<file path="config.mk">
export PLATFORM = sky130hd
export DESIGN_NAME = cache_request_arbiter
export DESIGN_NICKNAME = d
export VERILOG_FILES = /design/src/rtl/cache_request_arbiter.sv
export SDC_FILE = /design/constraint.sdc
export NUM_CORES = 1
export LEC_CHECK = 0
export ABC_AREA = 0
export BUFFER_PORTS_ARGS = -buffer_cell sky130_fd_sc_hd__buf_2
export CAP_MARGIN = 15
export CELL_PAD_IN_SITES_DETAIL_PLACEMENT = 0
export CELL_PAD_IN_SITES_GLOBAL_PLACEMENT = 2
export CORE_MARGIN = 5
export CORE_UTILIZATION = 23
export CTS_CLUSTER_SIZE = 28
export DETAILED_ROUTE_END_ITERATION = 10
export PLACE_DENSITY_LB_ADDON = 0.15
export SYNTH_ARGS = -nofsm -noshare
export SYNTH_HDL_FRONTEND = slang
export SYNTH_SLANG_ARGS = --single-unit
</file>
<file path="constraint.sdc">
create_clock -name clk -period 3.3 [get_ports clk]
set_input_delay 0.495 -clock clk [delete_from_list [all_inputs] [get_ports clk]]
set_output_delay 0.495 -clock clk [all_outputs]
set_load 0.02 [all_outputs]
</file>
<file path="src/rtl/cache_request_arbiter.sv">
// Round-robin arbiter sharing one character cache between N_REQ requesters.
// Holds each grant until the cache accepts it and steers the response back a cycle later.
module cache_request_arbiter #(
  parameter int unsigned N_REQ      = 4,
  parameter int unsigned ADDR_WIDTH = 16,
  parameter int unsigned DWIDTH     = 8
) (
  input  logic                          clk,
  input  logic                          rst,
  input  logic [N_REQ-1:0]              req_valid,
  input  logic [N_REQ*ADDR_WIDTH-1:0]   req_addr,
  output logic [N_REQ-1:0]              req_ready,
  output logic [N_REQ-1:0]              rsp_valid,
  output logic [DWIDTH-1:0]             rsp_data,
  output logic                          cache_addr_valid,
  output logic [ADDR_WIDTH-1:0]         cache_addr,
  input  logic                          cache_addr_ready,
  input  logic [DWIDTH-1:0]             cache_data
);

  localparam int unsigned IDX_W = (N_REQ > 1) ? $clog2(N_REQ) : 1;

  typedef enum logic {IDLE, BUSY} state_t;

  state_t                  state;
  logic [IDX_W-1:0]        grant;
  logic [IDX_W-1:0]        ptr;
  logic [IDX_W-1:0]        rsp_idx;
  logic [ADDR_WIDTH-1:0]   addr_q;
  logic                    rsp_pend;

  logic                    hs;
  logic [IDX_W-1:0]        grant_inc;
  logic [IDX_W-1:0]        arb_start;
  logic [IDX_W-1:0]        arb_win;
  logic [N_REQ-1:0]        arb_vec;
  logic                    arb_found;
  logic [ADDR_WIDTH-1:0]   win_addr;

  assign hs        = (state == BUSY) && cache_addr_ready;
  assign grant_inc = (grant == IDX_W'(N_REQ - 1)) ? '0 : grant + IDX_W'(1);

  // On a handshake the current winner is masked and the scan restarts just after it.
  always_comb begin
    arb_vec   = req_valid;
    arb_start = ptr;
    if (hs) begin
      arb_vec[grant] = 1'b0;
      arb_start      = grant_inc;
    end
  end

  always_comb begin : rr_pick
    int unsigned s;
    s         = 0;
    arb_found = 1'b0;
    arb_win   = '0;
    for (int unsigned k = 0; k < N_REQ; k++) begin
      s = 32'(arb_start) + k;
      if (s >= N_REQ) s = s - N_REQ;
      if (!arb_found && arb_vec[s]) begin
        arb_found = 1'b1;
        arb_win   = IDX_W'(s);
      end
    end
  end

  assign win_addr = req_addr[32'(arb_win)*ADDR_WIDTH +: ADDR_WIDTH];

  always_ff @(posedge clk or negedge rst) begin
    if (!rst) begin
      state    <= IDLE;
      grant    <= '0;
      ptr      <= '0;
      addr_q   <= '0;
      rsp_pend <= 1'b0;
      rsp_idx  <= '0;
    end else begin
      rsp_pend <= hs;
      case (state)
        IDLE: begin
          if (arb_found) begin
            grant  <= arb_win;
            addr_q <= win_addr;
            state  <= BUSY;
          end
        end
        BUSY: begin
          if (hs) begin
            rsp_idx <= grant;
            ptr     <= grant_inc;
            if (arb_found) begin
              grant  <= arb_win;
              addr_q <= win_addr;
            end else begin
              state <= IDLE;
            end
          end
        end
        default: state <= IDLE;
      endcase
    end
  end

  assign req_ready        = hs ? (N_REQ'(1) << grant) : '0;
  assign rsp_valid        = rsp_pend ? (N_REQ'(1) << rsp_idx) : '0;
  assign rsp_data         = rsp_pend ? cache_data : '0;
  assign cache_addr_valid = (state == BUSY);
  assign cache_addr       = addr_q;

endmodule

</file>
==> results of run 1 <==
[report_power, final]
| group | internal [µW] | switching [µW] |
|---|---|---|
| combinational | 474 | 649 |
| clock | 81.7 | 95.4 |
| sequential | 427 | 85.5 |
[state kept, by name, summed over array words and instances, names as in the netlist]
| name | count |
|---|---|
| cache_addr | 16 |
| rsp_idx | 2 |
| ptr | 2 |
| cache_addr_valid | 1 |
| grant | 2 |
| rsp_pend | 1 |
[metrics by stage]
stage / utilization, % / cells
after floorplan: - / 165
after global placement: 32.52 / 368
after detailed placement: 32.52 / 368
after CTS: 33.09 / 371
after global routing: 33.09 / 371
final: 33.09 / 371
[final timing paths]
path,start,to
max in group asynchronous,rst,ptr[1]
worst max-delay path,grant[0],cache_addr[2]
min in group clk,cache_addr[12],cache_addr[12]
worst min register to register,cache_addr[12],cache_addr[12]
worst max register to register,grant[0],cache_addr[2]
worst min-delay path,rst,cache_addr[4]
[cell families (layout without fill, tap and decap cells)]
logic type,Yosys count,in the layout,synth area share (%)
simple gates,51,51,15.00
mux,35,35,21.51
compound gates,31,31,19.00
flops,24,24,35.48
buf+inv,20,127,6.060
fa+ha+maj,4,4,2.957
[final cells by class]
| type | instances | area [µm²] | area share (%) |
|---|---|---|---|
| Inverter | 9 | 33.78 | 1.415 |
| Sequential cell | 24 | 600.6 | 25.16 |
| Clock buffer | 3 | 41.29 | 1.730 |
| Multi-Input combinational cell | 121 | 989.7 | 41.46 |
| Tap cell | 99 | 123.9 | 5.189 |
| Timing Repair Buffer | 115 | 598.1 | 25.05 |
[routing by layer]
| layer | global-route usage, % | vias to the layer above |
|---|---|---|
| met1 | 13.28 | 753 |
| li1 | - | 818 |
| met3 | 4.691 | 6 |
| met5 | 0 | - |
| met2 | 20.44 | 57 |
| met4 | 2.844 | 0 |
[cells in the mapped netlist (2+ instances only)]
library cell / count / area [µm²]
a21oi_1: 2 / 10.01
and2_1: 9 / 56.30
and3_1: 3 / 18.77
buf_2: 4 / 20.02
buf_6: 3 / 33.78
clkbuf_1: 4 / 15.01
dfrtp_1: 24 / 600.6
ha_1: 4 / 50.05
inv_1: 8 / 30.03
mux2i_1: 33 / 330.3
nand2_1: 24 / 90.09
nand3_1: 2 / 10.01
nor2_1: 3 / 11.26
nor2b_1: 2 / 12.51
o211ai_1: 2 / 15.01
o21ai_0: 2 / 10.01
o21ai_1: 2 / 10.01
o221ai_1: 8 / 70.07
o221ai_2: 9 / 135.1
or2_1: 2 / 12.51
==> metrics.csv, run 1 <==
stage,metric,value,unit
setup_path,crit_fanout,11,
route,vias,1634,
logic_synthesis,syn-cell-area,1693,µm²
timing,hold_viol_final,0,
die,num_rows,31,
setup_path,cp.depth,9,
min_path,min_path_type,in2async,
clock_network,clk_latency,270,ps
route,routedWlPerCell,14.40,µm
finish,n_antenna_cell,0,
logic_synthesis,async_flop_share,100.0,%
finish,syn_to_final_growth,41.02,%
setup_path,critPathKind,reg2reg,
clock_network,clockRootBuffer,clkbuf_8,
global_route,overflow,0,
logic_synthesis,syn_inst,165,
setup_path,worst_setup_path_end_kind,register,
place,port_buffers,111,
route,drt_wl_total,5.341,mm
setup_path,reg2reg_depth,9,
timing,clock.fmax,0.3773,GHz
logic_synthesis,synth_flop_cell,dfrtp_1,
finish,layout-drive-gt1-share,49.26,%
die,dieHeight,95.79,µm
global_route,grtUsageTotal,11.70,%
clock_network,cts_setup_buffers,0,
finish,fill_cells,786,
setup_path,startpoint_type,register,
power,finalPower,1813,µW
clock_network,h-tree-depth,1,
logic_synthesis,seq_area_frac_synth,35.48,%
logic_synthesis,yosysWarningCount,0,
status,outcome,"complete, no violations",
setup_path,r2r_setup_slack,650,ps
setup_path,crit_buf_inv,2,
timing,finalSetupViolCount,0,
setup_path,path_cells,inv_1 > ha_1 > and3_1 > or2_1 > nor2b_1 > o311ai_1 > or2_1 > buf_4 > o221ai_1,
setup_path,worst_ep_required_time,3440,ps
finish,nNetsFinal,357,
setup_path,cp.arrival,2790,ps
timing,rsz0062_at_grt,false,
clock_network,hold_buffers,0,
route,drtPass1Iterations,4,
route,met2_length,2.714,mm
timing,drv_slew,0,
finish,final_cell_mix,"buf_2, mux2i_1, nand2_1, dfrtp_1",
power,p_leak,0.001249,µW
global_route,grt_pass1_wl,8.376,mm
route,wl_met1,2.080,mm
global_route,antenna_found_initial,0,
setup_path,slowest_delay,430,ps
clock_network,ctsResizeCount,0,
place,detailed_place_hpwl,4.279,mm
route,drt_iter0_markers,40,
timing,tns,0,ps
setup_path,cp_top_family,simple AND/OR/NAND/NOR gates,
clock_network,cts_buffer_depth,2,
finish,fin_area,2387,µm²
setup_path,crit_path_frequent_cell,or2_1,
timing,maxSlewHeadroom,62.00,%
power,powerDensity,759.3,nW/µm²
timing,fin_crit_sh,80.31,%
place,dpl_cell_area,2346,µm²
power,max-vdd-ir-drop,0.2230,mV
die,io_pins,112,
timing,whs,209.9,ps
die,die_area,9176,µm²
clock_network,cts_made_buffers,3,
clock_network,cts.sinks,24,
die,core-area,7214,µm²
route,viasPerCell,4.404,
route,ant_nets,0,
timing,finalCriticalPeriod,2650,ps
logic_synthesis,ys_ff_latch,24,
die,initial_utilization,23.47,%
logic_synthesis,synth_enable_flop_cells,0,
logic_synthesis,syn_avg_cell_area,10.26,µm²
clock_network,clkTransAtPathRegs,90,ps
timing,setup_ws,649.6,ps
route,drc,0,
logic_synthesis,synth.net_count,248,
run,cap_violations,0,
logic_synthesis,yosysUniqueCellTypes,35,
global_route,grt_start_max_net_pins,34,
timing,finalClockSkew,5.904,ps
timing,worst_pin_slew,570.0,ps
place,place_congestion,0.7037,
finish,layout_commonest_cell,buf_2,
route,met3_length,475,µm
clock_network,tritoncts,done,
global_route,grt_pass1_vias,1729,
place,post-place-ws,616.9,ps
setup_path,cp_slowest_cell,dfrtp_1,
route,top_layer_used,met4,
die,fp.dieW,95.79,µm
Note: power is estimated with default switching activity, not from simulation.
==> run 2: changes to the inputs <==
--- a/config.mk
+++ b/config.mk
@@ -5,13 +5,13 @@
 export SDC_FILE = /design/constraint.sdc
 export NUM_CORES = 1
 export LEC_CHECK = 0
-export ABC_AREA = 0
+export ABC_AREA = 1
 export BUFFER_PORTS_ARGS = -buffer_cell sky130_fd_sc_hd__buf_2
 export CAP_MARGIN = 15
 export CELL_PAD_IN_SITES_DETAIL_PLACEMENT = 0
 export CELL_PAD_IN_SITES_GLOBAL_PLACEMENT = 2
 export CORE_MARGIN = 5
-export CORE_UTILIZATION = 23
+export CORE_UTILIZATION = 24
 export CTS_CLUSTER_SIZE = 28
 export DETAILED_ROUTE_END_ITERATION = 10
 export PLACE_DENSITY_LB_ADDON = 0.15
==> constraint.sdc (replaced) <==
create_clock -name clk -period 2.5 [get_ports clk]
set_input_delay 0.375 -clock clk [delete_from_list [all_inputs] [get_ports clk]]
set_output_delay 0.375 -clock clk [all_outputs]
set_load 0.02 [all_outputs]
==> run 2 against run 1 <==
Net effect: sequential share of layout area is 8.8 points lower; total power grew to 3.6 times the previous value; synthesized cell count increased by 140%; area after synthesis up 48%; critical endpoint is now cache_addr[1]; largest power group unchanged.
==> metrics.csv, run 2 <==
stage,metric,value,unit,change
setup_path,cp_slowest_cell,dfrtp_1,,unchanged
place,post-place-ws,-32.29,ps,was 616.9 ps
logic_synthesis,yosysUniqueCellTypes,29,,was 35
route,viasPerCell,4.142,,was 4.404
timing,fin_crit_sh,95.43,%,was 80.31%
logic_synthesis,syn-cell-area,2509,µm²,was 1693 µm²
status,outcome,"complete, no violations",,unchanged
place,dpl_cell_area,3233,µm²,was 2346 µm²
timing,worst_pin_slew,563.2,ps,was 570.0 ps
route,drt_wl_total,8.435,mm,was 5.341 mm
clock_network,cts.sinks,24,,unchanged
logic_synthesis,synth.top_cells.by_count,"nand2_1, inv_1, nand3_1, dfrtp_1, nand3_2",,"was mux2i_1, dfrtp_1, nand2_1, and2_1, o221ai_2"
timing,finalCriticalPeriod,2386,ps,was 2650 ps
logic_synthesis,yosysMostFrequentCell,nand2_1,,was mux2i_1
route,vias,2717,,was 1634
global_route,grtUsageTotal,12.36,%,was 11.70%
setup_path,startpoint_type,register,,unchanged
finish,fill_cells,1181,,was 786
setup_path,crit_buf_inv,4,,was 2
min_path,min_path_type,in2async,,unchanged
die,io_pins,112,,unchanged
logic_synthesis,synth_enable_flop_cells,0,,unchanged
route,drc,0,,unchanged
logic_synthesis,syn_inst,391,,was 165
timing,maxSlewHeadroom,62.45,%,was 62.00%
timing,tns,0,ps,unchanged
timing,setup_ws,114.2,ps,was 649.6 ps
setup_path,crit_path_frequent_cell,nand2_1,,was or2_1
logic_synthesis,async_flop_share,100.0,%,unchanged
clock_network,h-tree-depth,1,,unchanged
finish,n_antenna_cell,0,,unchanged
clock_network,clockRootBuffer,clkbuf_8,,unchanged
route,ant_nets,0,,unchanged
power,max-vdd-ir-drop,0.7450,mV,was 0.2230 mV
global_route,grt_start_max_net_pins,29,,was 34
route,drtPass1Iterations,4,,unchanged
setup_path,critPathKind,reg2reg,,unchanged
timing,finalClockSkew,2.372,ps,was 5.904 ps
clock_network,clkTransAtPathRegs,90,ps,about the same
clock_network,tritoncts,done,,unchanged
timing,drv_slew,0,,unchanged
place,port_buffers,111,,unchanged
finish,layout_commonest_cell,nand2_1,,was buf_2
global_route,overflow,0,,unchanged
setup_path,path_cells,inv_2 > ha_4 > nand3_4 > nand2_8 > inv_8 > nand2_1 > nand2_2 > nand2_2 > nand2_4 > and2_4 > nand2_4 > o21ai_4 > clkinvlp_4 > buf_6 > nand2_1 > nand2_1,,was inv_1 > ha_1 > and3_1 > or2_1 > nor2b_1 > o311ai_1 > or2_1 > buf_4 > o221ai_1
logic_synthesis,synth.area.top_cells,"dfrtp_1, nand2_1, nand3_1, inv_1, nand3_2",,"was dfrtp_1, mux2i_1, o221ai_2, nand2_1, o221ai_1"
logic_synthesis,synth_largest_area_cell,dfrtp_1,,unchanged
clock_network,cts_buffer_depth,2,,unchanged
place,place_congestion,0.7734,,was 0.7037
setup_path,worst_setup_path_end_kind,register,,unchanged
power,finalPower,6578,µW,was 1813 µW
die,die_area,12600,µm²,was 9176 µm²
global_route,grt_pass1_vias,2648,,was 1729
power,p_leak,0.002245,µW,was 0.001249 µW
clock_network,cts_made_buffers,3,,unchanged
finish,largest_register_ffs,16,,unchanged
logic_synthesis,syn_avg_cell_area,6.416,µm²,was 10.26 µm²
logic_synthesis,synth_top_area_share,23.94,%,was 35.48%
place,detailed_place_hpwl,6.617,mm,was 4.279 mm
setup_path,crit_fanout,8,,was 11
clock_network,clk_latency,270,ps,about the same
finish,nNetsFinal,604,,was 357
setup_path,worst_ep_required_time,2670,ps,was 3440 ps
die,core-area,10280,µm²,was 7214 µm²
die,num_rows,37,,was 31
setup_path,timing.rr.start,grant[1],,was grant[0]
global_route,antenna_found_initial,0,,unchanged
run,cap_violations,0,,unchanged
timing,clock.fmax,0.4191,GHz,was 0.3773 GHz
logic_synthesis,synth.net_count,474,,was 248
timing,finalSetupViolCount,0,,unchanged
finish,final_cell_mix,"nand2_1, buf_2, inv_1",,"was buf_2, mux2i_1, nand2_1, dfrtp_1"
finish,layout.area.seq,603.1,µm²,was 600.6 µm²
route,routedWlPerCell,12.86,µm,was 14.40 µm
setup_path,reg2reg_depth,16,,was 9
timing,hold_viol_final,0,,unchanged
global_route,grt_pass1_wl,13.03,mm,was 8.376 mm
finish,fin_area,3677,µm²,was 2387 µm²
route,drt_iter0_markers,79,,was 40
power,powerDensity,1789,nW/µm²,was 759.3 nW/µm²
die,dieHeight,112.2,µm,was 95.79 µm
finish,final_core_util,35.78,%,was 33.09%
logic_synthesis,synth_flop_cell,dfrtp_1,,unchanged
setup_path,r2r_setup_slack,110,ps,was 650 ps
logic_synthesis,seq_area_frac_synth,23.94,%,was 35.48%
finish,syn_to_final_growth,46.58,%,was 41.02%
die,initial_utilization,24.41,%,was 23.47%
logic_synthesis,yosysWarningCount,0,,unchanged
setup_path,cp.arrival,2550,ps,was 2790 ps
setup_path,slowest_delay,440,ps,was 430 ps
finish,multi_input_area,1564,µm²,was 989.7 µm²
setup_path,cp_top_family,simple AND/OR/NAND/NOR gates,,unchanged
logic_synthesis,ys_ff_latch,24,,unchanged
setup_path,r2r-end,cache_addr[1],,was cache_addr[2]
finish,layout-drive-gt1-share,42.31,%,was 49.26%
die,fp.dieW,112.2,µm,was 95.79 µm
## run 2: changes by cell type after synthesis, sizes merged, moves of 8 or more
cell	previous run	this run
nand3	2	79
buf	7	16
mux2i	34	0
nand2	25	156
inv	9	85
o221ai	17	0
and2	9	1
## run 2: logic make-up (layout without fill, tap and decap cells)
kind of cell / count (synthesis) / count (layout) / share of synthesized area [%]
and+or+nand+nor: 252 / 253 / 51.17
buffers and inverters: 103 / 231 / 20.25
DFF: 24 / 24 / 23.94
AOI/OAI and AO/OA: 8 / 8 / 2.643
adders and majority gates: 4 / 4 / 1.995
## run 2: worst max-delay path by stage
| stage | startpoint | to | slack, ps | cells past startpoint |
|---|---|---|---|---|
| finish | grant[1] | cache_addr[1] | 110 | 16 |
| global route | grant[1] | cache_addr[1] | -40 | 17 |
| CTS | grant[0] | cache_addr[3] | 3 | 16 |
| detailed placement | grant[1] | cache_addr[4] | -30 | 18 |
| global placement | grant[1] | cache_addr[8] | -10 | 18 |
| floorplan | grant[0] | cache_addr[10] | 220 | 18 |
## run 2: cell type report
cell class / count / area share (%)
Inverter: 86 / 9.187
Clock inverter: 1 / 0.8166
Tap cell: 136 / 4.627
Multi-Input combinational cell: 265 / 42.53
Timing Repair Buffer: 141 / 25.31
Clock buffer: 3 / 1.123
Sequential cell: 24 / 16.40
## run 2: layer usage
layer	GRT usage, %	part of all wire (%)
met5	0	0
met4	3.285	0.85
met3	1.995	5.7
met2	17.72	42
met1	18.98	52
## run 2: timing repair
item                                    in CTS  in global routing
hold buffers                                 0                  0
pin swaps                                    2                 16
setup buffers                                4                 11
resized for setup                            3                 39
gates cloned                                 0                  3
endpoints found under the setup margin      10                 18
## run 2: worst register-to-register path, cell delays in order (launching register included)
cell        delay (ps)
dfrtp_1            440
inv_2              130
ha_4               210
nand3_4            100
nand2_8             80
inv_8               80
nand2_1             60
nand2_2            130
nand2_2             90
nand2_4             90
and2_4             160
nand2_4             70
o21ai_4            220
clkinvlp_4         150
buf_6              150
nand2_1             80
nand2_1             50
## run 2: where the power goes
| group | leakage (µW) | internal, µW | switching [µW] |
|---|---|---|---|
| clock | 0.0000357 | 214 | 132 |
| sequential | 0.000287 | 600 | 166 |
| combinational | 0.00192 | 2300 | 3170 |
| total | 0.00224 | 3110 | 3460 |
## run 2: through the flow
| stage | hold slack, ps | std cells |
|---|---|---|
| CTS | 106.4 | 643 |
| detailed placement | 406.3 | 635 |
| floorplan | 79.41 | 391 |
| global placement | 404.8 | 635 |
| finish | 83.44 | 656 |
| global route | 125.4 | 656 |
